<file path="src/rtl/inst_fetch_pkg.sv">
// Shared fetch-stage definitions: cache geometry default, instruction width,
// fetch FSM encodings and a word-alignment helper.
package inst_fetch_pkg;

  localparam int INST_CACHE_INDEX_BITS = 4;
  localparam int INST_W                = 32;

  typedef enum logic {
    FETCH_IDLE = 1'b0,
    FETCH_MISS = 1'b1
  } fetch_state_t;

  function automatic logic [INST_W-1:0] align_word(input logic [INST_W-1:0] a);
    return a & ~32'h3;
  endfunction

endpackage

</file>
<file path="src/rtl/inst_fetch_if.sv">
// Decoder-facing and memory-facing signals of the fetch stage, bundled so the
// fetch unit (master) and its environment (slave) share one port list.
interface inst_fetch_if;
  import inst_fetch_pkg::*;

  // Decoder accepts inst_out when inst_ready_out is high and need_inst is low
  // in the same rdy cycle; memory: mem_req/mem_addr hold until a one-cycle
  // mem_ready pulse that carries mem_data.
  logic              need_inst;
  logic              clear_inst;
  logic [INST_W-1:0] if_addr;
  logic [INST_W-1:0] pc_out;
  logic [INST_W-1:0] inst_out;
  logic              inst_ready_out;
  logic              mem_req;
  logic [INST_W-1:0] mem_addr;
  logic              mem_ready;
  logic [INST_W-1:0] mem_data;

  modport master (
    input  need_inst, clear_inst, if_addr, mem_ready, mem_data,
    output pc_out, inst_out, inst_ready_out, mem_req, mem_addr
  );

  modport slave (
    output need_inst, clear_inst, if_addr, mem_ready, mem_data,
    input  pc_out, inst_out, inst_ready_out, mem_req, mem_addr
  );

endinterface

</file>
<file path="src/rtl/inst_fetch_icache_array.sv">
// Direct-mapped valid/tag/data storage: one combinational read port and one
// synchronous write port. Only reset clears valid bits.
module inst_fetch_icache_array
  import inst_fetch_pkg::*;
#(
  parameter int INDEX_BITS = INST_CACHE_INDEX_BITS,
  parameter int TAG_W      = 32 - INDEX_BITS - 2
) (
  input  logic                  clk,
  input  logic                  rst,
  input  logic [INDEX_BITS-1:0] i_rd_idx,
  output logic                  o_rd_valid,
  output logic [TAG_W-1:0]      o_rd_tag,
  output logic [INST_W-1:0]     o_rd_data,
  input  logic                  i_we,
  input  logic [INDEX_BITS-1:0] i_wr_idx,
  input  logic [TAG_W-1:0]      i_wr_tag,
  input  logic [INST_W-1:0]     i_wr_data
);

  localparam int LINES = 1 << INDEX_BITS;

  logic [LINES-1:0]  r_valid;
  logic [TAG_W-1:0]  r_tag  [LINES];
  logic [INST_W-1:0] r_data [LINES];

  always_ff @(posedge clk or negedge rst) begin
    if (!rst) begin
      r_valid <= '0;
      for (int i = 0; i < LINES; i++) begin
        r_tag[i]  <= '0;
        r_data[i] <= '0;
      end
    end else if (i_we) begin
      r_valid[i_wr_idx] <= 1'b1;
      r_tag[i_wr_idx]   <= i_wr_tag;
      r_data[i_wr_idx]  <= i_wr_data;
    end
  end

  assign o_rd_valid = r_valid[i_rd_idx];
  assign o_rd_tag   = r_tag[i_rd_idx];
  assign o_rd_data  = r_data[i_rd_idx];

endmodule

</file>
<file path="src/rtl/inst_fetch.sv">
// Instruction fetch stage: owns the fetch PC, looks it up in a one-word-per-line
// direct-mapped cache, and fills misses from memory one word at a time.
module inst_fetch
  import inst_fetch_pkg::*;
#(
  parameter int          INDEX_BITS = INST_CACHE_INDEX_BITS,
  parameter logic [31:0] RESET_PC   = 32'h0
) (
  input  logic         clk,
  input  logic         rst,
  input  logic         rdy,
  inst_fetch_if.master bus,
  output fetch_state_t o_dbg_state
);

  localparam int TAG_W = 32 - INDEX_BITS - 2;

  fetch_state_t      r_state;
  logic [INST_W-1:0] r_pc;
  logic [INST_W-1:0] r_mem_addr;
  logic [INST_W-1:0] r_redirect_pc;
  logic              r_mem_req;
  logic              r_pending;

  logic [INDEX_BITS-1:0] w_idx;
  logic [TAG_W-1:0]      w_tag;
  logic                  w_line_valid;
  logic [TAG_W-1:0]      w_line_tag;
  logic [INST_W-1:0]     w_line_data;
  logic                  w_hit;
  logic                  w_fill;
  logic [INST_W-1:0]     w_target;

  assign w_idx    = r_pc[INDEX_BITS+1:2];
  assign w_tag    = r_pc[31:INDEX_BITS+2];
  assign w_hit    = w_line_valid && (w_line_tag == w_tag);
  assign w_fill   = rdy && (r_state == FETCH_MISS) && bus.mem_ready;
  assign w_target = align_word(bus.if_addr);

  inst_fetch_icache_array #(
    .INDEX_BITS (INDEX_BITS),
    .TAG_W      (TAG_W)
  ) u_array (
    .clk        (clk),
    .rst        (rst),
    .i_rd_idx   (w_idx),
    .o_rd_valid (w_line_valid),
    .o_rd_tag   (w_line_tag),
    .o_rd_data  (w_line_data),
    .i_we       (w_fill),
    .i_wr_idx   (r_mem_addr[INDEX_BITS+1:2]),
    .i_wr_tag   (r_mem_addr[31:INDEX_BITS+2]),
    .i_wr_data  (bus.mem_data)
  );

  always_ff @(posedge clk or negedge rst) begin
    if (!rst) begin
      r_state       <= FETCH_IDLE;
      r_pc          <= RESET_PC;
      r_mem_addr    <= '0;
      r_redirect_pc <= '0;
      r_mem_req     <= 1'b0;
      r_pending     <= 1'b0;
    end else if (rdy) begin
      case (r_state)
        FETCH_IDLE: begin
          if (bus.clear_inst) begin
            r_pc <= w_target;
          end else if (w_hit) begin
            if (!bus.need_inst) r_pc <= r_pc + 32'd4;
          end else begin
            r_state    <= FETCH_MISS;
            r_mem_req  <= 1'b1;
            r_mem_addr <= r_pc;
          end
        end
        FETCH_MISS: begin
          // The in-flight fill is never cancelled; a redirect is parked until it lands.
          if (bus.clear_inst) begin
            r_redirect_pc <= w_target;
            r_pending     <= 1'b1;
          end
          if (bus.mem_ready) begin
            r_mem_req <= 1'b0;
            r_state   <= FETCH_IDLE;
            r_pending <= 1'b0;
            if (bus.clear_inst)  r_pc <= w_target;
            else if (r_pending)  r_pc <= r_redirect_pc;
          end
        end
        default: r_state <= FETCH_IDLE;
      endcase
    end
  end

  assign bus.pc_out         = r_pc;
  assign bus.inst_out       = w_line_data;
  assign bus.inst_ready_out = (r_state == FETCH_IDLE) && w_hit && !bus.clear_inst;
  assign bus.mem_req        = r_mem_req;
  assign bus.mem_addr       = r_mem_addr;
  assign o_dbg_state        = r_state;

endmodule

</file>
<file path="src/flat_wrapper.sv">
// flat-port wrapper written by rule: the top's interface ports become plain ports
module inst_fetch_flat import inst_fetch_pkg::*;
#(
  parameter int          INDEX_BITS = INST_CACHE_INDEX_BITS,
  parameter logic [31:0] RESET_PC   = 32'h0
)
  (clk, rst, rdy, o_dbg_state, bus_need_inst, bus_clear_inst, bus_if_addr, bus_mem_ready, bus_mem_data, bus_pc_out, bus_inst_out, bus_inst_ready_out, bus_mem_req, bus_mem_addr);
  inst_fetch_if bus_i ();
  input  logic clk;
  input  logic rst;
  input  logic rdy;
  output fetch_state_t o_dbg_state;
  input wire logic [$bits(bus_i.need_inst)-1:0] bus_need_inst;
  input wire logic [$bits(bus_i.clear_inst)-1:0] bus_clear_inst;
  input wire logic [$bits(bus_i.if_addr)-1:0] bus_if_addr;
  input wire logic [$bits(bus_i.mem_ready)-1:0] bus_mem_ready;
  input wire logic [$bits(bus_i.mem_data)-1:0] bus_mem_data;
  output wire logic [$bits(bus_i.pc_out)-1:0] bus_pc_out;
  output wire logic [$bits(bus_i.inst_out)-1:0] bus_inst_out;
  output wire logic [$bits(bus_i.inst_ready_out)-1:0] bus_inst_ready_out;
  output wire logic [$bits(bus_i.mem_req)-1:0] bus_mem_req;
  output wire logic [$bits(bus_i.mem_addr)-1:0] bus_mem_addr;
  assign bus_i.need_inst = bus_need_inst;
  assign bus_i.clear_inst = bus_clear_inst;
  assign bus_i.if_addr = bus_if_addr;
  assign bus_i.mem_ready = bus_mem_ready;
  assign bus_i.mem_data = bus_mem_data;
  assign bus_pc_out = bus_i.pc_out;
  assign bus_inst_out = bus_i.inst_out;
  assign bus_inst_ready_out = bus_i.inst_ready_out;
  assign bus_mem_req = bus_i.mem_req;
  assign bus_mem_addr = bus_i.mem_addr;
  inst_fetch #(.INDEX_BITS(INDEX_BITS), .RESET_PC(RESET_PC)) u_core (.clk(clk), .rst(rst), .rdy(rdy), .bus(bus_i), .o_dbg_state(o_dbg_state));
endmodule
</file>
<file path="config.mk">
export PLATFORM = sky130hd
export DESIGN_NAME = inst_fetch_flat
export DESIGN_NICKNAME = d
export VERILOG_FILES = /design/src/rtl/inst_fetch_pkg.sv /design/src/rtl/inst_fetch_if.sv /design/src/rtl/inst_fetch_icache_array.sv /design/src/rtl/inst_fetch.sv /design/src/flat_wrapper.sv
export SDC_FILE = /design/constraint.sdc
export NUM_CORES = 2
export LEC_CHECK = 0
export ABC_AREA = 1
export CAP_MARGIN = 30
export CORE_MARGIN = 1
export CORE_UTILIZATION = 30
export DETAILED_ROUTE_END_ITERATION = 6
export PLACE_DENSITY_LB_ADDON = 0.1
export SLEW_MARGIN = 20
export SYNTH_ARGS = -nofsm -noshare
export SYNTH_HDL_FRONTEND = slang
export SYNTH_SLANG_ARGS = --single-unit
</file>
<file path="constraint.sdc">
create_clock -name clk -period 4.95 [get_ports clk]
set_input_delay 0.99 -clock clk [delete_from_list [all_inputs] [get_ports clk]]
set_output_delay 0.99 -clock clk [all_outputs]
set_load 0.05 [all_outputs]
</file>
==> summary.md <==
| Metric | Value |
|---|---|
| Port bufs | 162 |
| Worst path required time | 3.96 ns |
| Largest net degree at the start of global routing | 122 |
| Status | finished clean |
| CTS Buf Count | 119 |
| Max Cap Viol | 0 |
| Post-synth EDFFs | 0 |
| Main flop type after synthesis | dfrtp_1 |
| Root Driver | clkbuf_16 |
| CTS clk-pin slew, worst paths | 0.06 ns |
| First-pass DRT Iterations | 6 |
| Synth area leader | dfrtp_1 |
| GRT overflow | 0 |
| Vias | 40.2k |
| Async set-reset flop share out of synthesis | 100% |
| Leakage | 25.5 nW |
| Avg Cell Area, Syn | 7.94 µm² |
| Global-route met1 utilization | 30.0% |
| Starting DRT DRC Count | 3738 |
| Row cnt | 146 |
| Crit path cell chain | nor2_4 -> buf_4 -> nand2_1 -> nand2_1 -> inv_2 -> nand3_1 -> nand3_1 -> nor3_1 -> nand4_1 -> nor3_1 -> buf_4 -> buf_12 |
| Vias per cell | 4.97 |
| Cells after synthesis | 6032 |
| Ant diodes | 0 |
| Area contributors post-synth | dfrtp_1 (54%), nand2_1 (15%), o21ai_0 (13%), nor2_1 (3.4%), clkbuf_1 (2.8%) |
| Placed Area | 51800 µm² |
| Worst path bufs/invs | 4 |
| Setup_tns | 0 ns |
| Die X | 402 µm |
| TritonCTS sink count | 1037 |
| Period utilization | 95.1% |
| Vias in the first global route | 39.0k |
| Crit path launch type | flip-flop |
| Ports | 169 |
| Final worst slack | 0.242 ns |
| Detail Route Antenna Nets | 0 |
| H-tree Lvls | 3 |
| Final Cell Area | 55700 µm² |
| CTS tree | done |
| Dpl hpwl | 93400 µm |
| Met3 Use GR | 2.26% |
| Share of cells above drive strength 1 | 6.00% |
| Commonest non-fill, non-tap cell in the layout | nand2_1 |
| PD cells | 630 nW/µm² |
| Crit Path Max Fanout | 26 |
| FF+latch count, synth | 1037 |
| Core Util, Final | 35.2% |
| Slowest stage delay, CP | 0.70 ns |
| Pins over their slew limit | 0 |
| WS Path Type | reg -> out |
| Max Fclk | 212 MHz |
| Post-CTS sizing | 0 |
| Setup-failing EPs final | 0 |
| Worst-Margin Slew | 0.946 ns |
| Hold Path Class | in -> async |
| Slowest cell on crit path | dfrtp_4 |
| Gr busiest metal | met2 |
| Die extent in y | 402 µm |
| Max VDD drop | 0.000506 V |
| WP data arrival | 3.72 ns |
| Delay-heaviest family, CP | simple AND/OR/NAND/NOR gates |
| Maximum clock path buffer count | 3 |
| Final Hold Fails | 0 |
| Yosys Warn Count | 0 |
| Post-synth cell types | 37 |
| Pre-CTS setup slack | 1.03 ns |
| Gr usage total | 21.1% |
| Worst skew pair latency | 0.74 ns |
| Area growth from synthesis to layout | 16.3% |
| Initial core utilization | 30.3% |
| RSZ-0062 raised after global routing | false |
| Worst Clk Skew | 0.0433 ns |
| Wirelength per Cell | 21.1 µm |
| Seq/Total Area, Yosys | 54.2% |
| Met2 Track Usage GR | 33.7% |
| Final net count | 6004 |
| Post-route minimum period | 4.71 ns |
| DRC viols | 0 |
| Slew headroom | 36.9% |
| # hold bufs at CTS | 0 |
| Routability cong. | 0.886 |
| Top cell type's share of synthesized area | 54.2% |
| Setup Buffers After CTS | 0 |
| Die area | 161000 µm² |
| DRT Wirelength | 171000 µm |
| Initial antenna violation count | 1 |
| Synth Cell Area | 47900 µm² |
| Core area | 158000 µm² |
| Most frequent cells in the layout | nand2_1 (1873), o21ai_0 (1267), dfrtp_1 (1034), nor2_1 (430), inv_1 (298) |
| First-pass GRT wire length | 259000 µm |
| CP Capture Type | output port |
per-stage QoR:
step,cells,hold WS [ns],power [mW]
global placement,7881,0.434,26.5
floorplan,6035,0.423,20.7
CTS,8101,0.257,35.5
global route,8102,0.287,37.4
detailed placement,7883,0.438,26.5
finish,8102,0.264,35.1
report_power, final:
group | leakage, nW | switching [mW] | internal, mW
Clock | 1.92 | 3.71 | 5.14
Sequential | 14.0 | 1.61 | 10.7
Combinational | 9.60 | 9.37 | 4.61
Total | 25.5 | 14.7 | 20.4
worst paths after layout:
path / from / end / slack (ns) / depth (start not counted)
worst min-delay path: rst / u_core.u_array.r_data[91] / 0.26 / 1
worst min register to register: u_core.u_array.r_valid[11] / u_core.u_array.r_valid[11] / 0.45 / 2
min in group clk: u_core.u_array.r_valid[11] / u_core.u_array.r_valid[11] / 0.45 / 2
max in group asynchronous: rst / u_core.bus.mem_addr[5] / 3.51 / 2
worst max-delay path: u_core.bus.pc_out[4] / bus_inst_ready_out / 0.24 / 12
worst max register to register: u_core.bus.pc_out[4] / u_core.bus.mem_addr[5] / 1.08 / 14
layout make-up:
class	count	area (µm²)
Sequential cell	1037	26000
Clock buffer	182	3530
Fill cell	16607	103000
Multi-Input combinational cell	4195	18900
Timing Repair Buffer	266	3210
Inverter	314	1210
Clock inverter	36	362
Tap cell	2072	2590
flip-flops by register name, summed over array words and instances, names as in the netlist:
register / cells
u_core.u_array.r_data: 512
u_core.u_array.r_tag: 416
u_core.bus.mem_addr: 30
u_core.bus.pc_out: 30
u_core.r_redirect_pc: 30
u_core.u_array.r_valid: 16
u_core.bus.mem_req: 1
u_core.o_dbg_state: 1
u_core.r_pending: 1
cell families (layout without fill, tap and decap cells):
group           count (synthesis)  count (layout)  synth area share, %
compound gates               1522            1522                 16.9
xor+xnor                       10              10                0.183
simple gates                 2655            2655                 21.9
buf+inv                       803             798                 6.77
flops                        1037            1037                 54.2
other cells                     1               4              0.00783
fa+ha+maj                       1               1               0.0261
mux                             3               3               0.0705
Yosys cell counts, drive strengths merged (6+ instances only):
cell,number
a21oi,9
o22ai,76
nand4,49
buf,127
nor3,15
nand3,262
clkinv,6
nand2,1885
o221ai,59
xor2,9
inv,308
clkbuf,362
o211ai,58
nor2,433
dfrtp,1037
nor4,6
o21ai,1316
routing by layer:
metal	routed length, µm	vias up
met1	81400	19708
met2	79000	826
li1	-	19499
met4	3990	0
met3	6520	209
met5	0	-
(Power assumes the default switching activity.)
